[src/rtl/shift_sin_pout.sv]
// Serial-in, parallel-out byte receiver (MSB first) with a valid/ack holding register.
// Define SHIFT_SIN_PARITY_EN for 9-bit frames with a trailing odd-parity bit and the parity_err port.
module shift_sin_pout (
  input  logic       clk,
  input  logic       reset,
  input  logic       sclk,
  input  logic       sdata,
  input  logic       sle,
  output logic [7:0] data,
  output logic       valid,
  input  logic       ack,
  output logic       overrun,
`ifdef SHIFT_SIN_PARITY_EN
  output logic       parity_err,
`endif
  output logic [7:0] dout
);

`ifdef SHIFT_SIN_PARITY_EN
  localparam logic [3:0] LAST_BIT = 4'd8;
`else
  localparam logic [3:0] LAST_BIT = 4'd7;
`endif

  // Bit order in the synchronizer vectors: 0 = sclk, 1 = sdata, 2 = sle
  logic [2:0] pins;
  logic [2:0] pin_s1_reg;
  logic [2:0] pin_s2_reg;
  logic       sclk_s3_reg;

  assign pins = {sle, sdata, sclk};

  generate
    for (genvar gi = 0; gi < 3; gi++) begin : g_sync
      always_ff @(posedge clk) begin
        if (reset) begin
          pin_s1_reg[gi] <= 1'b0;
          pin_s2_reg[gi] <= 1'b0;
        end else begin
          pin_s1_reg[gi] <= pins[gi];
          pin_s2_reg[gi] <= pin_s1_reg[gi];
        end
      end
    end
  endgenerate

  always_ff @(posedge clk) begin
    if (reset) sclk_s3_reg <= 1'b0;
    else       sclk_s3_reg <= pin_s2_reg[0];
  end

  logic       sclk_s2;
  logic       sdata_s2;
  logic       sle_s2;
  logic       rise;
  logic       shift_en;
  logic       last_bit;
  logic       accept;
  logic [7:0] shreg_next;
  logic [7:0] new_byte;

  logic [3:0] cnt_reg;
  logic [7:0] shreg_reg;
  logic [7:0] data_reg;
  logic       valid_reg;
  logic       overrun_reg;

  assign sclk_s2  = pin_s2_reg[0];
  assign sdata_s2 = pin_s2_reg[1];
  assign sle_s2   = pin_s2_reg[2];
  assign rise     = sclk_s2 & ~sclk_s3_reg;
  assign shift_en = sle_s2 & rise;
  assign last_bit = shift_en && (cnt_reg == LAST_BIT);
  assign accept   = last_bit && (!valid_reg || ack);

`ifdef SHIFT_SIN_PARITY_EN
  // The parity bit never enters the data shifter; the byte is complete after bit 7.
  assign shreg_next = last_bit ? shreg_reg : {shreg_reg[6:0], sdata_s2};
  assign new_byte   = shreg_reg;

  logic parity_err_reg;

  always_ff @(posedge clk) begin
    if (reset)       parity_err_reg <= 1'b0;
    else if (accept) parity_err_reg <= ~(^{shreg_reg, sdata_s2});
  end

  assign parity_err = parity_err_reg;
`else
  assign shreg_next = {shreg_reg[6:0], sdata_s2};
  assign new_byte   = shreg_next;
`endif

  always_ff @(posedge clk) begin
    if (reset) begin
      cnt_reg   <= 4'd0;
      shreg_reg <= 8'h00;
    end else if (!sle_s2) begin
      cnt_reg <= 4'd0;
    end else if (shift_en) begin
      shreg_reg <= shreg_next;
      cnt_reg   <= last_bit ? 4'd0 : cnt_reg + 4'd1;
    end
  end

  // A completed byte takes priority over an ack of the previous one in the same cycle.
  always_ff @(posedge clk) begin
    if (reset) begin
      data_reg    <= 8'h00;
      valid_reg   <= 1'b0;
      overrun_reg <= 1'b0;
    end else if (last_bit) begin
      if (accept) begin
        data_reg  <= new_byte;
        valid_reg <= 1'b1;
      end else begin
        overrun_reg <= 1'b1;
      end
    end else if (ack && valid_reg) begin
      valid_reg <= 1'b0;
    end
  end

  assign data    = data_reg;
  assign valid   = valid_reg;
  assign overrun = overrun_reg;
  assign dout    = shreg_reg;

endmodule
[config.mk]
export PLATFORM = sky130hd
export DESIGN_NAME = shift_sin_pout
export DESIGN_NICKNAME = d
export VERILOG_FILES = /design/src/rtl/shift_sin_pout.sv
export SDC_FILE = /design/constraint.sdc
export NUM_CORES = 1
export LEC_CHECK = 0
export BUFFER_PORTS_ARGS = -buffer_cell sky130_fd_sc_hd__buf_4
export CORE_MARGIN = 5
export CORE_UTILIZATION = 55
export CTS_BUF_LIST = sky130_fd_sc_hd__clkbuf_8 sky130_fd_sc_hd__clkbuf_16
export DETAILED_ROUTE_END_ITERATION = 8
export GPL_TIMING_DRIVEN = 0
export PLACE_DENSITY_LB_ADDON = 0.05
export SLEW_MARGIN = 5
export SYNTH_ARGS = -nofsm -noshare
export SYNTH_HDL_FRONTEND = slang
export SYNTH_SLANG_ARGS = --single-unit
[constraint.sdc]
create_clock -name clk -period 4.14 [get_ports clk]
set_clock_uncertainty 0.2 [all_clocks]
set_input_delay 0.207 -clock clk [delete_from_list [all_inputs] [get_ports clk]]
set_output_delay 0.207 -clock clk [all_outputs]
set_load 0.02 [all_outputs]
==> run metrics, run 1 <==
WP data required 4140 ps; Seq pwr share 55.0%; Leak Pwr 0.570 nW; combinational fraction of design power 3.4%; worst r2r dst data[0]; status finished clean; Die X 54.6 um; FF-to-FF Start cnt_reg[0]; wire per inst 12.6 um; routed via count 889; H-tree Lvls 2; DP HPWL 1.52 mm; die area 0.00298 mm2; Max Clk Rate 570 MHz; critical path capture point type register; Num CTS Buffers 5; total wire length 2.22 mm; Hold Crit Depth 4; dominant synthesized flop cell dfxtp_1; Initial Utilization 56.9%; Met1 Wirelength 936 um; Final Setup Violations 0; Die H 54.6 um; CTS clk-pin slew, worst paths 60 ps; Cell Pwr Density 365 mW/mm2; CP max-delay cell dfxtp_1; core area 0.00192 mm2; fin util 73.5%; DR WL met2 1.11 mm; Seq. cell area 581 um2; Rel. slew slack 69.7%; RSZ-0062 raised after global routing no; Ant. Diodes 0; Clk network pwr share 41.7%; Final Hold Vio Count 0; Fill cells 161; residual DRC count 0; YS warnings 0; Worst Hold End valid; first-pass GRT wire length 3.67 mm; First DRT Iteration DRCs 17; HP Start ack; max cap viols 0; DR WL met3 128 um; CTS Sinks 29; post-synth cell types 21; CTS tree built; Synth Cell Area 0.00109 mm2; Sw Pwr 110 uW; Worst Path Arrival 1750 ps; kind of critical path register to register; placed cell count 165; Reg2Reg Depth 5; CP peak stage delay 380 ps; worst path cell trace ha_1 > and3b_1 > nor3b_1 > buf_4 > mux2i_1; layout cells sized above 1 22.8%; worst skew pair latency 280 ps; crit path time final 1750 ps; Internal 406 uW; vias in the first global route 862; Async SR Flop Fraction 0%; RD Place Congestion 0.734; # rows 16; Yosys reg bits 29; maximum vdd drop 0.324 mV; non-filler cells, final 176; Synth Area per Inst 9.51 um2; EDFF count, synth 0; Crit Path Max Fanout 8; Worst-Margin Slew 455 ps; Final nets 155; GRT Util Overall 18.0%; Overall Power 516 uW; Final ANT Viol Nets 0; maximum root-to-sink buffer count 2; Layout area overhead 29.2%; Multi-input gate area 480 um2; DR pass1 iterations 4; Gate Count Post-Synth 115; initial antenna violation count 0; total gr overflow 0; Critical Path Source Type register; Sum Neg Setup Slack 0 ps; via/cell ratio 5.05; # Post-CTS Setup Buffers 0; sequential area share after synthesis 53.1%; Register-to-Register Setup Slack 2390 ps; Buffers on Ports 23; largest net degree at the start of global routing 11; Switching Share 21.4%; Tcrit/Tclk final 42.3%; Mapped Nets 122; root buf cell clkbuf_8; Max Used Layer met4; max-slew violation count 0; type of the tightest min-delay check input pin to register; I/O pin count 24
[worst max-delay path by stage]
stage / startpoint / cells past startpoint / end
3_3_place_gp: cnt_reg[0] / 5 / data[1]
4_1_cts: cnt_reg[0] / 5 / data[0]
2_1_floorplan: cnt_reg[0] / 5 / data[0]
5_1_grt: cnt_reg[0] / 5 / data[0]
6_report: cnt_reg[0] / 5 / data[0]
3_5_place_dp: cnt_reg[0] / 5 / data[2]
[synth_stat cells (all sizes together) (2+ instances only)]
library cell	instances	area, um2
dfxtp	29	581
nand2	19	71.3
nand2b	16	100
a21oi	13	65.1
mux2i	8	80.1
nor2b	8	50.1
buf	3	17.5
clkbuf	3	11.3
and3b	2	17.5
nor2	2	7.51
o21ai	2	10.0
or3	2	12.5
[kinds of logic after synthesis]
| logic type | Yosys count | synth area share, % |
|---|---|---|
| buffers and inverters | 7 | 2.97 |
| multiplexers | 8 | 7.32 |
| AND/OR/NAND/NOR | 54 | 28.0 |
| adder cells (fa/ha/maj) | 1 | 1.14 |
| flip-flops | 29 | 53.1 |
| AO/OA/AOI/OAI | 16 | 7.44 |
[per-stage QoR]
stage          area, um2  hold WS (ps)  setup WS (ps)
2_1_floorplan       1090           135           2630
3_3_place_gp        1300           216           2480
3_5_place_dp        1300           225           2420
4_1_cts             1410          56.7           2380
5_1_grt             1410          81.0           2230
6_report            1410          53.1           2390
[layout by cell type (no fill, tap or decap)]
cell	n
buf_2	2
a31oi_1	1
nand3_1	1
a21oi_1	13
clkinv_2	2
clkbuf_8	5
nor2b_1	8
mux2i_1	8
dlygate4sd3_1	3
clkbuf_1	3
nand3b_4	1
ha_1	1
nor2_1	2
and3b_1	2
or3_1	2
or4_1	1
nand2b_1	16
nand2_1	19
or2b_1	1
buf_4	24
nor3b_1	1
o21ai_0	2
dfxtp_1	29
inv_1	2
[area by class of cell]
cell class,count,share of cell area [%]
tap,27,2.39
multi-input combinational,79,34.0
inverter,1,0.266
sequential,29,41.1
buffer,6,2.04
timing repair buffer,26,14.3
clock buffer,5,4.87
clock inverter,3,0.974
[power by group through the flow]
stage	Sequential, mW	Combinational, mW	Clock (mW)
floorplan	0.289	0.00879	0
global placement	0.290	0.0149	0
detailed placement	0.290	0.0153	0
CTS	0.284	0.0176	0.218
global route	0.284	0.0191	0.231
finish	0.284	0.0174	0.215
[metal layers]
layer,global-route usage (%),vias to the layer above
met5,0,-
met4,11.2,0
met3,6.27,4
met2,29.9,26
met1,19.2,417
li1,-,442
[critical path: cells and delay by family, from the launching register on]
family / cells / cell delay [ps]
adder cells (fa/ha/maj): 1 / 210
multiplexers: 1 / 210
buffers and inverters: 1 / 230
flip-flops: 1 / 380
AND/OR/NAND/NOR: 2 / 450
[what timing repair did]
| action | CTS | global route |
|---|---|---|
| endpoints found under the hold margin | 3 | 0 |
| gates resized for setup | 0 | 0 |
| hold buffers | 3 | 0 |
No activity file was read; power rests on OpenSTA's default activity.
==> run 2: changes to the inputs <==
Settings changed: ABC_AREA set to 1, CORE_UTILIZATION 55 to 47.
Clock period 4.14 ns to 1.45 ns, I/O delays scaled along.
==> run 2 against run 1 <==
Utilization down 9.2 points. Clock power grew to 3.3 times the previous value. Worst setup slack got worse by 2300 ps. First-iteration DRC count rose by 29%. Cell count rose by 28%. Routed wire length up 6.9%. Combinational power rose to 3.9 times the previous value. Global-route usage shrank 2.9 points. Highest routed layer unchanged. Critical path depth is 1 higher. Non-clock buffer count grew 3. Final area grew 13%.
==> run metrics, run 2 <==
post-synth top area share 48.0% (was 53.1%); total gr overflow 0 (unchanged); Crit Path Max Fanout 10 (was 8); Switching Share 20.5% (was 21.4%); Multi-input gate area 440 um2 (was 480 um2); Max Clk Rate 747 MHz (was 570 MHz); EDFF count, synth 0 (unchanged); first-pass GRT wire length 4.06 mm (was 3.67 mm); most common cell in the netlist inv_1 (was dfxtp_1); FF-to-FF Start sle_s2 (was cnt_reg[0]); kind of critical path register to register (unchanged); HP Start ack (unchanged); YS warnings 0 (unchanged); max cap viols 0 (unchanged); most common cell after layout, fill and taps aside inv_1 (was dfxtp_1); Place WS -56.6 ps (was 2420 ps); post-synth cell types 19 (was 21); combinational fraction of design power 4.2% (was 3.4%); Final nets 202 (was 155); non-filler cells, final 226 (was 176); dominant synthesized flop cell dfxtp_1 (unchanged); Gate Count Post-Synth 160 (was 115); Worst Setup Slack, final 112 ps (was 2390 ps); CTS clk-pin slew, worst paths 60 ps (about the same); WP data required 1430 ps (was 4140 ps); core area 0.00248 mm2 (was 0.00192 mm2); Worst-Margin Slew 225 ps (was 455 ps); Critical Path Source Type register (unchanged); GRT Util Overall 15.1% (was 18.0%); Synth Area per Inst 7.55 um2 (was 9.51 um2); RSZ-0062 raised after global routing no (unchanged); total wire length 2.37 mm (was 2.22 mm); Final Hold Vio Count 0 (unchanged); Seq pwr share 51.0% (was 55.0%); Synth top cells by count inv_1 (38), dfxtp_1 (29), nand2_1 (27) (was dfxtp_1 (29), nand2_1 (19), nand2b_1 (16)); type of the tightest min-delay check input pin to register (unchanged); Sw Pwr 327 uW (was 110 uW); max-slew violation count 0 (unchanged); Reg2Reg Depth 6 (was 5); vias in the first global route 926 (was 862); via/cell ratio 4.47 (was 5.05); Hold Crit Depth 7 (was 4); Buffers on Ports 22 (was 23); CTS tree built (unchanged); Tcrit/Tclk final 92.3% (was 42.3%); Async SR Flop Fraction 0% (unchanged); Final ANT Viol Nets 0 (unchanged); layout cells sized above 1 25.5% (was 22.8%); Ant. Diodes 0 (unchanged); crit path time final 1340 ps (was 1750 ps); Cell Pwr Density 1000 mW/mm2 (was 365 mW/mm2); routed via count 1011 (was 889); Overall Power 1.60 mW (was 516 uW); Clk network pwr share 44.8% (was 41.7%); root buf cell clkbuf_8 (unchanged); Die X 60.7 um (was 54.6 um); RD Place Congestion 0.794 (was 0.734); commonest non-fill, non-tap cells in the layout inv_1 (37), dfxtp_1 (27), nand2_1 (26) (was dfxtp_1 (29), buf_4 (24), nand2_1 (19)); Initial Utilization 48.8% (was 56.9%); Num CTS Buffers 5 (unchanged); Fill cells 224 (was 161); worst r2r dst data[3] (was data[0]); wire per inst 10.5 um (was 12.6 um); Seq. cell area 583 um2 (was 581 um2); status finished clean (unchanged); placed cell count 212 (was 165); H-tree Lvls 2 (unchanged); sequential area share after synthesis 48.0% (was 53.1%); initial antenna violation count 0 (unchanged); final instance area 0.00159 mm2 (was 0.00141 mm2); critical path capture point type register (unchanged); Internal 1.27 mW (was 406 uW); DP HPWL 1.72 mm (was 1.52 mm); die area 0.00369 mm2 (was 0.00298 mm2); I/O pin count 24 (unchanged); worst path cell trace nand2_2 > nor2_4 > buf_6 > nand4_1 > nand2_1 > nor2_1 (was ha_1 > and3b_1 > nor3b_1 > buf_4 > mux2i_1); Synth Cell Area 0.00121 mm2 (was 0.00109 mm2); area leader, netlist dfxtp_1 (unchanged); First DRT Iteration DRCs 22 (was 17); maximum vdd drop 0.910 mV (was 0.324 mV); # rows 18 (was 16); Layout area overhead 31.9% (was 29.2%); residual DRC count 0 (unchanged); Register-to-Register Setup Slack 110 ps (was 2390 ps); Mapped Nets 167 (was 122); worst skew pair latency 270 ps (was 280 ps); placed inst area 0.00141 mm2 (was 0.00130 mm2); Worst Hold End data[7] (was valid); Worst Path Arrival 1310 ps (was 1750 ps); Die H 60.7 um (was 54.6 um); CTS Sinks 29 (unchanged); top cells by area, synth dfxtp_1 (48%), inv_1 (12%), nand2_1 (8.4%) (was dfxtp_1 (53%), nand2b_1 (9.2%), mux2i_1 (7.3%)); CP max-delay cell dfxtp_1 (unchanged); Final Setup Violations 0 (unchanged); Sum Neg Setup Slack 0 ps (unchanged); Yosys reg bits 29 (unchanged); largest net degree at the start of global routing 11 (unchanged); maximum root-to-sink buffer count 2 (unchanged); Leak Pwr 0.720 nW (was 0.570 nW); CP peak stage delay 370 ps (was 380 ps); Rel. slew slack 84.9% (was 69.7%); DR pass1 iterations 4 (unchanged)
[run 2: cell types whose count changed after synthesis, sizes merged, moves of 10 or more]
cell	before	now
nor2	2	23
nand2	19	29
inv	1	38
nand2b	16	0
[run 2: power by group through the flow]
| stage | combinational (mW) | sequential, mW | clock [mW] |
|---|---|---|---|
| final | 0.0677 | 0.814 | 0.715 |
| after global placement | 0.0576 | 0.831 | 0 |
| after CTS | 0.0684 | 0.814 | 0.740 |
| after global routing | 0.0769 | 0.815 | 0.782 |
| after detailed placement | 0.0592 | 0.831 | 0 |
| after floorplan | 0.0347 | 0.834 | 0 |
[run 2: routing by layer]
metal | vias up | wire, um | global-route usage [%]
li1 | 552 | - | -
met1 | 434 | 1090 | 18.0
met2 | 20 | 1110 | 24.0
met3 | 5 | 135 | 4.89
met4 | 0 | 30 | 8.36
met5 | - | 0 | 0
[run 2: cell type report]
| cell class | instances | share of cell area [%] |
|---|---|---|
| Clock inverter | 1 | 0.314 |
| Multi-Input combinational cell | 86 | 27.6 |
| Inverter | 38 | 8.95 |
| Clock buffer | 7 | 6.04 |
| Buffer | 7 | 4.32 |
| Tap cell | 30 | 2.35 |
| Sequential cell | 29 | 36.6 |
| Timing Repair Buffer | 28 | 13.8 |
[run 2: worst max path at each step]
stage / cells past startpoint / end / from / slack [ps]
global route: 6 / data[3] / sle_s2 / 3
global placement: 7 / data[4] / cnt_reg[0] / -20
CTS: 7 / data[3] / cnt_reg[0] / 30
finish: 6 / data[3] / sle_s2 / 110
floorplan: 7 / cnt_reg[3] / cnt_reg[0] / 70
detailed placement: 7 / data[4] / cnt_reg[0] / -60
[run 2: timing repair]
item                                   4_1_cts  5_1_grt
endpoints found under the hold margin        9        0
cloned                                       0        1
pin swaps                                    0        3
resized for setup                            4        5
hold buffers                                 4        0
setup endpoints to repair                   12       11
setup buffers                                0        1
[run 2: cells by family after synthesis]
| group | after synthesis | share of synthesized area (%) |
|---|---|---|
| adders and majority gates | 1 | 1.04 |
| xor gates and xnor gates | 1 | 0.725 |
| DFF | 29 | 48.0 |
| buffers and inverters | 45 | 17.2 |
| and+or+nand+nor | 63 | 24.0 |
| AOI/OAI and AO/OA | 21 | 9.01 |
[run 2: critical path: cells and delay by family (launching register included)]
| family | cells | cell delay (ps) |
|---|---|---|
| AND/OR/NAND/NOR | 5 | 510 |
| buffers and inverters | 1 | 170 |
| flip-flops | 1 | 370 |
[run 2: stage by stage]
| stage | utilization (%) | hold slack, ps |
|---|---|---|
| floorplan | - | -20.5 |
| global placement | 57.0 | 74.8 |
| global route | 64.3 | 172 |
| detailed placement | 57.0 | 81.6 |
| finish | 64.3 | 117 |
| CTS | 63.2 | 139 |
